==> src/rtl/mem_lsu_pkg.sv <==
// Shared definitions for the MEM-stage load/store unit: width-op indices,
// FSM encoding and access-size helpers.
package mem_lsu_pkg;

  localparam int XLEN      = 64;
  localparam int BUS_BYTES = 8;

  // Bit positions inside the one-hot width op {B,H,W,D,BU,HU,WU}
  localparam int WDT_B  = 6;
  localparam int WDT_H  = 5;
  localparam int WDT_W  = 4;
  localparam int WDT_D  = 3;
  localparam int WDT_BU = 2;
  localparam int WDT_HU = 1;
  localparam int WDT_WU = 0;

  typedef enum logic [1:0] {
    ST_IDLE     = 2'd0,
    ST_REQ      = 2'd1,
    ST_WAIT_RSP = 2'd2,
    ST_DONE     = 2'd3
  } lsuState_t;

  typedef enum logic [1:0] {
    SZ_B = 2'd0,
    SZ_H = 2'd1,
    SZ_W = 2'd2,
    SZ_D = 2'd3
  } accSize_t;

  localparam logic [7:0] MASK_B = 8'h01;
  localparam logic [7:0] MASK_H = 8'h03;
  localparam logic [7:0] MASK_W = 8'h0F;
  localparam logic [7:0] MASK_D = 8'hFF;

  // Anything that is not exactly one-hot falls back to a doubleword access.
  function automatic accSize_t wdtSize(input logic [6:0] wdtOp);
    case (wdtOp)
      7'(1 << WDT_B), 7'(1 << WDT_BU): wdtSize = SZ_B;
      7'(1 << WDT_H), 7'(1 << WDT_HU): wdtSize = SZ_H;
      7'(1 << WDT_W), 7'(1 << WDT_WU): wdtSize = SZ_W;
      default:                         wdtSize = SZ_D;
    endcase
  endfunction

  function automatic logic [7:0] sizeMask(input accSize_t sz);
    case (sz)
      SZ_B:    sizeMask = MASK_B;
      SZ_H:    sizeMask = MASK_H;
      SZ_W:    sizeMask = MASK_W;
      default: sizeMask = MASK_D;
    endcase
  endfunction

  function automatic logic isAligned(input accSize_t sz, input logic [2:0] off);
    case (sz)
      SZ_B:    isAligned = 1'b1;
      SZ_H:    isAligned = ~off[0];
      SZ_W:    isAligned = (off[1:0] == 2'b00);
      default: isAligned = (off == 3'b000);
    endcase
  endfunction

endpackage

==> src/rtl/mem_lsu_if.sv <==
// Data-memory bus: one valid/ready request channel and a valid-only
// load response channel.
interface mem_lsu_if #(
  parameter int XLEN      = mem_lsu_pkg::XLEN,
  parameter int BUS_BYTES = mem_lsu_pkg::BUS_BYTES
);

  logic                   reqValid;
  logic                   reqReady;
  logic [XLEN-1:0]        reqAddr;
  logic                   reqWen;
  logic [BUS_BYTES-1:0]   reqWmask;
  logic [BUS_BYTES*8-1:0] reqWdata;
  logic                   rspValid;
  logic [BUS_BYTES*8-1:0] rspRdata;

  modport master (
    output reqValid, reqAddr, reqWen, reqWmask, reqWdata,
    input  reqReady, rspValid, rspRdata
  );

  modport slave (
    input  reqValid, reqAddr, reqWen, reqWmask, reqWdata,
    output reqReady, rspValid, rspRdata
  );

endinterface

==> src/rtl/mem_lsu_load_ext.sv <==
// Load data alignment: shift the addressed lane down to bit 0 and
// sign/zero-extend according to the width op.
module mem_load_ext
  import mem_lsu_pkg::*;
#(
  parameter int XLEN = mem_lsu_pkg::XLEN
) (
  input  logic [BUS_BYTES*8-1:0] rdata,
  input  logic [2:0]             laneOff,
  input  logic [6:0]             wdtOp,
  output logic [XLEN-1:0]        extData
);

  logic [BUS_BYTES*8-1:0] shifted;

  assign shifted = rdata >> {laneOff, 3'b000};

  always_comb begin
    extData = XLEN'(shifted);
    case (wdtOp)
      7'(1 << WDT_B):  extData = {{(XLEN-8){shifted[7]}},   shifted[7:0]};
      7'(1 << WDT_H):  extData = {{(XLEN-16){shifted[15]}}, shifted[15:0]};
      7'(1 << WDT_W):  extData = {{(XLEN-32){shifted[31]}}, shifted[31:0]};
      7'(1 << WDT_BU): extData = {{(XLEN-8){1'b0}},         shifted[7:0]};
      7'(1 << WDT_HU): extData = {{(XLEN-16){1'b0}},        shifted[15:0]};
      7'(1 << WDT_WU): extData = {{(XLEN-32){1'b0}},        shifted[31:0]};
      default:         extData = XLEN'(shifted);
    endcase
  end

endmodule

==> src/rtl/mem_lsu.sv <==
// MEM-stage load/store unit: issues one bus transaction per memory op,
// stalls the pipeline until it completes and returns the WB value.
module mem_lsu
  import mem_lsu_pkg::*;
#(
  parameter int XLEN      = mem_lsu_pkg::XLEN,
  parameter int BUS_BYTES = mem_lsu_pkg::BUS_BYTES
) (
  input  logic             clk,
  input  logic             rst,
  input  logic             flush_MEM,
  input  logic             ld_MEM,
  input  logic             st_MEM,
  input  logic [6:0]       wdt_op_MEM,
  input  logic [XLEN-1:0]  alu_result_MEM,
  input  logic [XLEN-1:0]  store_data_MEM,
  input  logic [4:0]       rd_MEM,
  mem_lsu_if.master        dmem,
  output logic             stall_MEM,
  output logic [XLEN-1:0]  mem_result_MEM,
  output logic [4:0]       rd_out_MEM,
  output logic             misalign_MEM
);

  localparam int BUS_W = BUS_BYTES * 8;

  lsuState_t            state, stateNext;
  accSize_t             reqSize;
  logic [2:0]           laneOff;
  logic                 active, aligned, issue;
  logic                 stallRaw, misalignRaw;

  logic [XLEN-1:0]      busAddr;
  logic                 busWen;
  logic [BUS_BYTES-1:0] busMask;
  logic [BUS_W-1:0]     busData;
  logic [2:0]           latOff;
  logic [6:0]           latOp;
  logic [XLEN-1:0]      extData;
  logic [XLEN-1:0]      loadData;

  assign laneOff = alu_result_MEM[2:0];
  assign reqSize = wdtSize(wdt_op_MEM);
  assign active  = (ld_MEM | st_MEM) & ~flush_MEM;
  assign aligned = isAligned(reqSize, laneOff);
  assign issue   = (state == ST_IDLE) & active & aligned;

  mem_load_ext #(.XLEN(XLEN)) uLoadExt (
    .rdata   (dmem.rspRdata),
    .laneOff (latOff),
    .wdtOp   (latOp),
    .extData (extData)
  );

  always_ff @(posedge clk or posedge rst) begin
    if (rst) begin
      state    <= ST_IDLE;
      loadData <= '0;
    end else begin
      state <= stateNext;
      if (state == ST_WAIT_RSP && dmem.rspValid)
        loadData <= extData;
    end
  end

  // Request fields are captured once at issue and held for the whole transaction
  always_ff @(posedge clk) begin
    if (issue) begin
      busAddr <= {alu_result_MEM[XLEN-1:3], 3'b000};
      busWen  <= st_MEM;
      busMask <= sizeMask(reqSize) << laneOff;
      busData <= BUS_W'(store_data_MEM << {laneOff, 3'b000});
      latOff  <= laneOff;
      latOp   <= wdt_op_MEM;
    end
  end

  always_comb begin
    stateNext      = state;
    stallRaw       = 1'b0;
    misalignRaw    = 1'b0;
    mem_result_MEM = alu_result_MEM;
    case (state)
      ST_IDLE: begin
        if (active) begin
          if (aligned) begin
            stateNext = ST_REQ;
            stallRaw  = 1'b1;
          end else begin
            misalignRaw = 1'b1;
          end
        end
      end
      ST_REQ: begin
        stallRaw = 1'b1;
        if (dmem.reqReady)
          stateNext = busWen ? ST_DONE : ST_WAIT_RSP;
      end
      ST_WAIT_RSP: begin
        stallRaw = 1'b1;
        if (dmem.rspValid)
          stateNext = ST_DONE;
      end
      ST_DONE: begin
        stateNext = ST_IDLE;
        if (!busWen)
          mem_result_MEM = loadData;
      end
      default: stateNext = ST_IDLE;
    endcase
  end

  assign stall_MEM     = stallRaw & ~rst;
  assign misalign_MEM  = misalignRaw & ~rst;
  assign rd_out_MEM    = rd_MEM;

  assign dmem.reqValid = (state == ST_REQ);
  assign dmem.reqAddr  = busAddr;
  assign dmem.reqWen   = busWen;
  assign dmem.reqWmask = busMask;
  assign dmem.reqWdata = busData;

endmodule

==> src/flat_wrapper.sv <==
// flat-port wrapper written by rule: the top's interface ports become plain ports
module mem_lsu_flat import mem_lsu_pkg::*;
#(
  parameter int XLEN      = mem_lsu_pkg::XLEN,
  parameter int BUS_BYTES = mem_lsu_pkg::BUS_BYTES
)
  (clk, rst, flush_MEM, ld_MEM, st_MEM, wdt_op_MEM, alu_result_MEM, store_data_MEM, rd_MEM, stall_MEM, mem_result_MEM, rd_out_MEM, misalign_MEM, dmem_reqValid, dmem_reqAddr, dmem_reqWen, dmem_reqWmask, dmem_reqWdata, dmem_reqReady, dmem_rspValid, dmem_rspRdata);
  mem_lsu_if #(.XLEN(XLEN), .BUS_BYTES(BUS_BYTES)) dmem_i ();
  input  logic clk;
  input  logic rst;
  input  logic flush_MEM;
  input  logic ld_MEM;
  input  logic st_MEM;
  input  logic [6:0] wdt_op_MEM;
  input  logic [XLEN-1:0] alu_result_MEM;
  input  logic [XLEN-1:0] store_data_MEM;
  input  logic [4:0] rd_MEM;
  output logic stall_MEM;
  output logic [XLEN-1:0] mem_result_MEM;
  output logic [4:0] rd_out_MEM;
  output logic misalign_MEM;
  output wire logic [$bits(dmem_i.reqValid)-1:0] dmem_reqValid;
  output wire logic [$bits(dmem_i.reqAddr)-1:0] dmem_reqAddr;
  output wire logic [$bits(dmem_i.reqWen)-1:0] dmem_reqWen;
  output wire logic [$bits(dmem_i.reqWmask)-1:0] dmem_reqWmask;
  output wire logic [$bits(dmem_i.reqWdata)-1:0] dmem_reqWdata;
  input wire logic [$bits(dmem_i.reqReady)-1:0] dmem_reqReady;
  input wire logic [$bits(dmem_i.rspValid)-1:0] dmem_rspValid;
  input wire logic [$bits(dmem_i.rspRdata)-1:0] dmem_rspRdata;
  assign dmem_reqValid = dmem_i.reqValid;
  assign dmem_reqAddr = dmem_i.reqAddr;
  assign dmem_reqWen = dmem_i.reqWen;
  assign dmem_reqWmask = dmem_i.reqWmask;
  assign dmem_reqWdata = dmem_i.reqWdata;
  assign dmem_i.reqReady = dmem_reqReady;
  assign dmem_i.rspValid = dmem_rspValid;
  assign dmem_i.rspRdata = dmem_rspRdata;
  mem_lsu #(.XLEN(XLEN), .BUS_BYTES(BUS_BYTES)) u_core (.clk(clk), .rst(rst), .flush_MEM(flush_MEM), .ld_MEM(ld_MEM), .st_MEM(st_MEM), .wdt_op_MEM(wdt_op_MEM), .alu_result_MEM(alu_result_MEM), .store_data_MEM(store_data_MEM), .rd_MEM(rd_MEM), .dmem(dmem_i), .stall_MEM(stall_MEM), .mem_result_MEM(mem_result_MEM), .rd_out_MEM(rd_out_MEM), .misalign_MEM(misalign_MEM));
endmodule
==> config.mk <==
export PLATFORM = sky130hd
export DESIGN_NAME = mem_lsu_flat
export DESIGN_NICKNAME = d
export VERILOG_FILES = /design/src/rtl/mem_lsu_pkg.sv /design/src/rtl/mem_lsu_if.sv /design/src/rtl/mem_lsu_load_ext.sv /design/src/rtl/mem_lsu.sv /design/src/flat_wrapper.sv
export SDC_FILE = /design/constraint.sdc
export NUM_CORES = 1
export LEC_CHECK = 0
export BUFFER_PORTS_ARGS = -buffer_cell sky130_fd_sc_hd__clkbuf_2
export CAP_MARGIN = 20
export CORE_AREA = 2 2 165 167
export DETAILED_ROUTE_END_ITERATION = 7
export DIE_AREA = 0 0 167 169
export HOLD_SLACK_MARGIN = 0.02
export PLACE_DENSITY = 0.73
export SYNTH_ARGS = -nofsm -noshare
export SYNTH_HDL_FRONTEND = slang
export SYNTH_HIERARCHICAL = 1
export SYNTH_SLANG_ARGS = --single-unit
==> constraint.sdc <==
create_clock -name clk -period 10.1 [get_ports clk]
set_input_delay 0.505 -clock clk [delete_from_list [all_inputs] [get_ports clk]]
set_output_delay 0.505 -clock clk [all_outputs]
set_load 0.03 [all_outputs]
==> results.md <==
- Run status: finished, final reports clean
- Initial antenna violation count: 0
- Top Metal Used: met4
- Die height: around 170 um
- Crit path capture type: output pin
- Clk slew on worst S/H paths: 60 ps
- R2R cell count: 6
- Inserted Clock Buffers: 24
- Fin nets: roughly 1600
- Worst-margin pin slew: 1040 ps
- Hold worst-path end: u_core/dmem.reqAddr[7]$_DFFE_PP_
- Die width: 167 um
- Setup_tns: 0 ps
- Share of cells above drive strength 1: 0.463
- Number of global-route vias before repair: slightly below 10000
- Post-synthesis cell count: ~1000
- Clk buf depth: 3
- Vias: between 9000 and 10000
- Clock Sink Count: 210
- Drt first-iter violations: 839
- CTS tree: done
- Post-route ant nets: 0
- Metal3 WL: around 3.8 mm
- Layout Utilization: 0.563
- DR WL/cell: 22.2 um
- Worst hold path type: input pin to register
- WP data arrival: 3610 ps
- CP Launch Type: input pin
- WL met2: about 20 mm
- Post-CTS Resized: 0
- Share of flip-flops with an asynchronous set or reset: 0.314
- Syn avg cell area: about 11 um2
- Die area: 0.0282 mm2
- Tcrit/Tclk final: 0.408
- Syn-to-layout area delta: 26.4%
- Hold_ws: around 170 ps
- WHS Path Cells: 1
- Clock root buffer: clkbuf_16
- Yosys cell types: 55
- RSZ-0062 raised after global routing: no
- Most common cell in the synthesized netlist: mux2_2
- Setup slack, reg-to-reg: 6860 ps
- Largest net degree at the start of global routing: 86
- N_diodes: 0
- Max VDD drop: around 0.16 mV
- Wire length on met1: ~14 mm
- Finish-stage setup viols: 0
- Clk_skew: between 9 and 10 ps
- Rel. slew slack: 0.307
- Synth warnings: 6
- Reg2reg end: u_core/dmem.reqWmask[6]$_DFFE_PP_
- Critical path fanouts, max: between 80 and 90
- Ranking of synthesized cells by area: edfxtp_1 (37%), mux2_2 (17%), dfrtp_1 (14%)
- Path type of the worst setup path: input pin to output pin
- First-pass GRT wire length: roughly 57 mm
- I/O pin count: 420
- Pre-antenna DRT Iters: 5
- Pwr dens: around 190 mW/mm2
- Final GP Congestion: between 0.9 and 1
- Clock latency on the worst-skew pair: between 500 and 600 ps
- #FFs+latches synth: 210
- Max Cap Viol: 0
- FF-to-FF Start: u_core/state[0]$_DFFE_PP0P_
- Area leader, netlist: edfxtp_1
- Remaining Overflow, GRT: 0
- Static Leak: 6.61 nW
- H-tree Lvls: 1
- Top FF cell, synth: edfxtp_1
- Port-buffer cells: approximately 400
- Core Region: around 0.027 mm2
- Max Slew Vio Count: 0
- Filler Cells Inserted: 2309
- Tmin final: between 4000 and 5000 ps
- Post-CTS Setup Inserts: 0
- Tot Pwr: 2.89 mW
- Vias/cell: 5.60
- Top cells by count, synth: mux2_2 (175), edfxtp_1 (144), o21ai_0 (105)
- Hold_sp: alu_result_MEM[7]
- Number of synthesized flops with an enable pin: about 140
- WL final: 39.0 mm
- Initial core utilization: 0.446
- Seq/Total Area, Yosys: 0.506
- Number of hold buffers added after cts: 0
- Post-synth top area share: 0.366
- Number of placement rows: 60
- Post-DP HPWL: 29.4 mm
- Req. time, crit path: roughly 9600 ps
- Total GRT Usage: 0.264
- DRC viols: 0
- Fmax: between 200 and 250 MHz
- Cell area after synthesis: roughly 0.012 mm2
- Final hold vios: 0
==> area by class of cell <==
type | count | area [um2] | area share
flip-flops and latches | 210 | 5980 | 0.400
repair buffers | 418 | 2120 | 0.142
well taps | 341 | 427 | 0.0286
multi-input cells | 733 | 5440 | 0.364
clock buffers | 28 | 657 | 0.0440
clock inverters | 16 | 272 | 0.0182
inverters | 10 | 37.5 | 0.00251
==> worst max-delay path by stage <==
stage	start	to	slack, ps	cells past startpoint
floorplan	wdt_op_MEM[0]	stall_MEM	590	5
global placement	alu_result_MEM[1]	u_core/dmem.reqAddr[41]$_DFFE_PP_	5560	8
detailed placement	alu_result_MEM[1]	u_core/dmem.reqWdata[57]$_DFFE_PP_	5500	8
CTS	alu_result_MEM[1]	stall_MEM	5900	9
global route	alu_result_MEM[1]	stall_MEM	5730	9
finish	alu_result_MEM[1]	stall_MEM	5980	9
==> flip-flops by register name, indices dropped and copies added, names as in the netlist <==
register and cells:
u_core/dmem.reqAddr 61, u_core/dmem.reqWdata 64, u_core/dmem.reqWen 1, u_core/dmem.reqWmask 8, u_core/latOff 3, u_core/latOp 7, u_core/loadData 64, u_core/state 2
==> worst max-delay path, cell delays in order <==
cell and delay (ps):
clkbuf_2 90, buf_4 350, or2_2 500, nor2_1 600, nor2_1 200, a21oi_4 180
buf_4 790, o21a_1 180, clkbuf_2 200
==> report_power, final <==
group / switching [mW] / internal (mW) / leakage [nW]
Combinational: 0.416 / 0.311 / 4.03
Sequential: 0.0903 / 1.06 / 2.13
Clock: 0.362 / 0.646 / 0.453
Total: 0.869 / 2.02 / 6.61
==> per-layer routing <==
| metal | global-route usage | vias up |
|---|---|---|
| met5 | 0 | - |
| met4 | 0.129 | 0 |
| met3 | 0.0774 | 94 |
| met2 | 0.472 | 499 |
| met1 | 0.285 | 4697 |
| li1 | - | 4552 |
==> through the flow <==
stage | cells | cell area [um2] | worst slack [ps]
global route | 1756 | 14900 | 5730
detailed placement | 1712 | 14000 | 5500
global placement | 1712 | 14000 | 5560
CTS | 1756 | 14900 | 5900
floorplan | 1037 | 11800 | 590
finish | 1756 | 14900 | 5980
==> cells by family (layout without fill, tap and decap cells) <==
group | count (synthesis) | after routing | share of synthesized area
XOR/XNOR | 6 | 6 | 0.00445
buffers and inverters | 94 | 472 | 0.0363
adder cells (fa/ha/maj) | 5 | 5 | 0.00529
AND/OR/NAND/NOR | 223 | 223 | 0.0848
other | 1 | 3 | 0.000317
AO/OA/AOI/OAI | 236 | 236 | 0.120
flip-flops | 210 | 210 | 0.506
multiplexers | 260 | 260 | 0.243
==> placed cells by master (no fill, tap or decap), drive strengths merged, types with 2 or more instances in the layout <==
cell type	n
or3	2
xnor2	4
clkbuf	433
nor2	91
o21a	3
a31oi	2
ha	5
or2	5
nor3b	2
o21ai	105
a21oi	62
mux2i	80
conb	3
a21bo	8
o2bb2ai	2
nand2b	4
dfrtp	66
nand3	15
nand2	61
and2	11
a21boi	7
mux4	4
o211ai	3
o22ai	6
clkinv	8
mux2	176
nor2b	16
o32ai	10
a2bb2oi	6
a211oi	15
inv	10
edfxtp	144
nor4	3
buf	13
nor3	11
xor2	2
bufinv	7
Power figures use the tool's default switching activity.
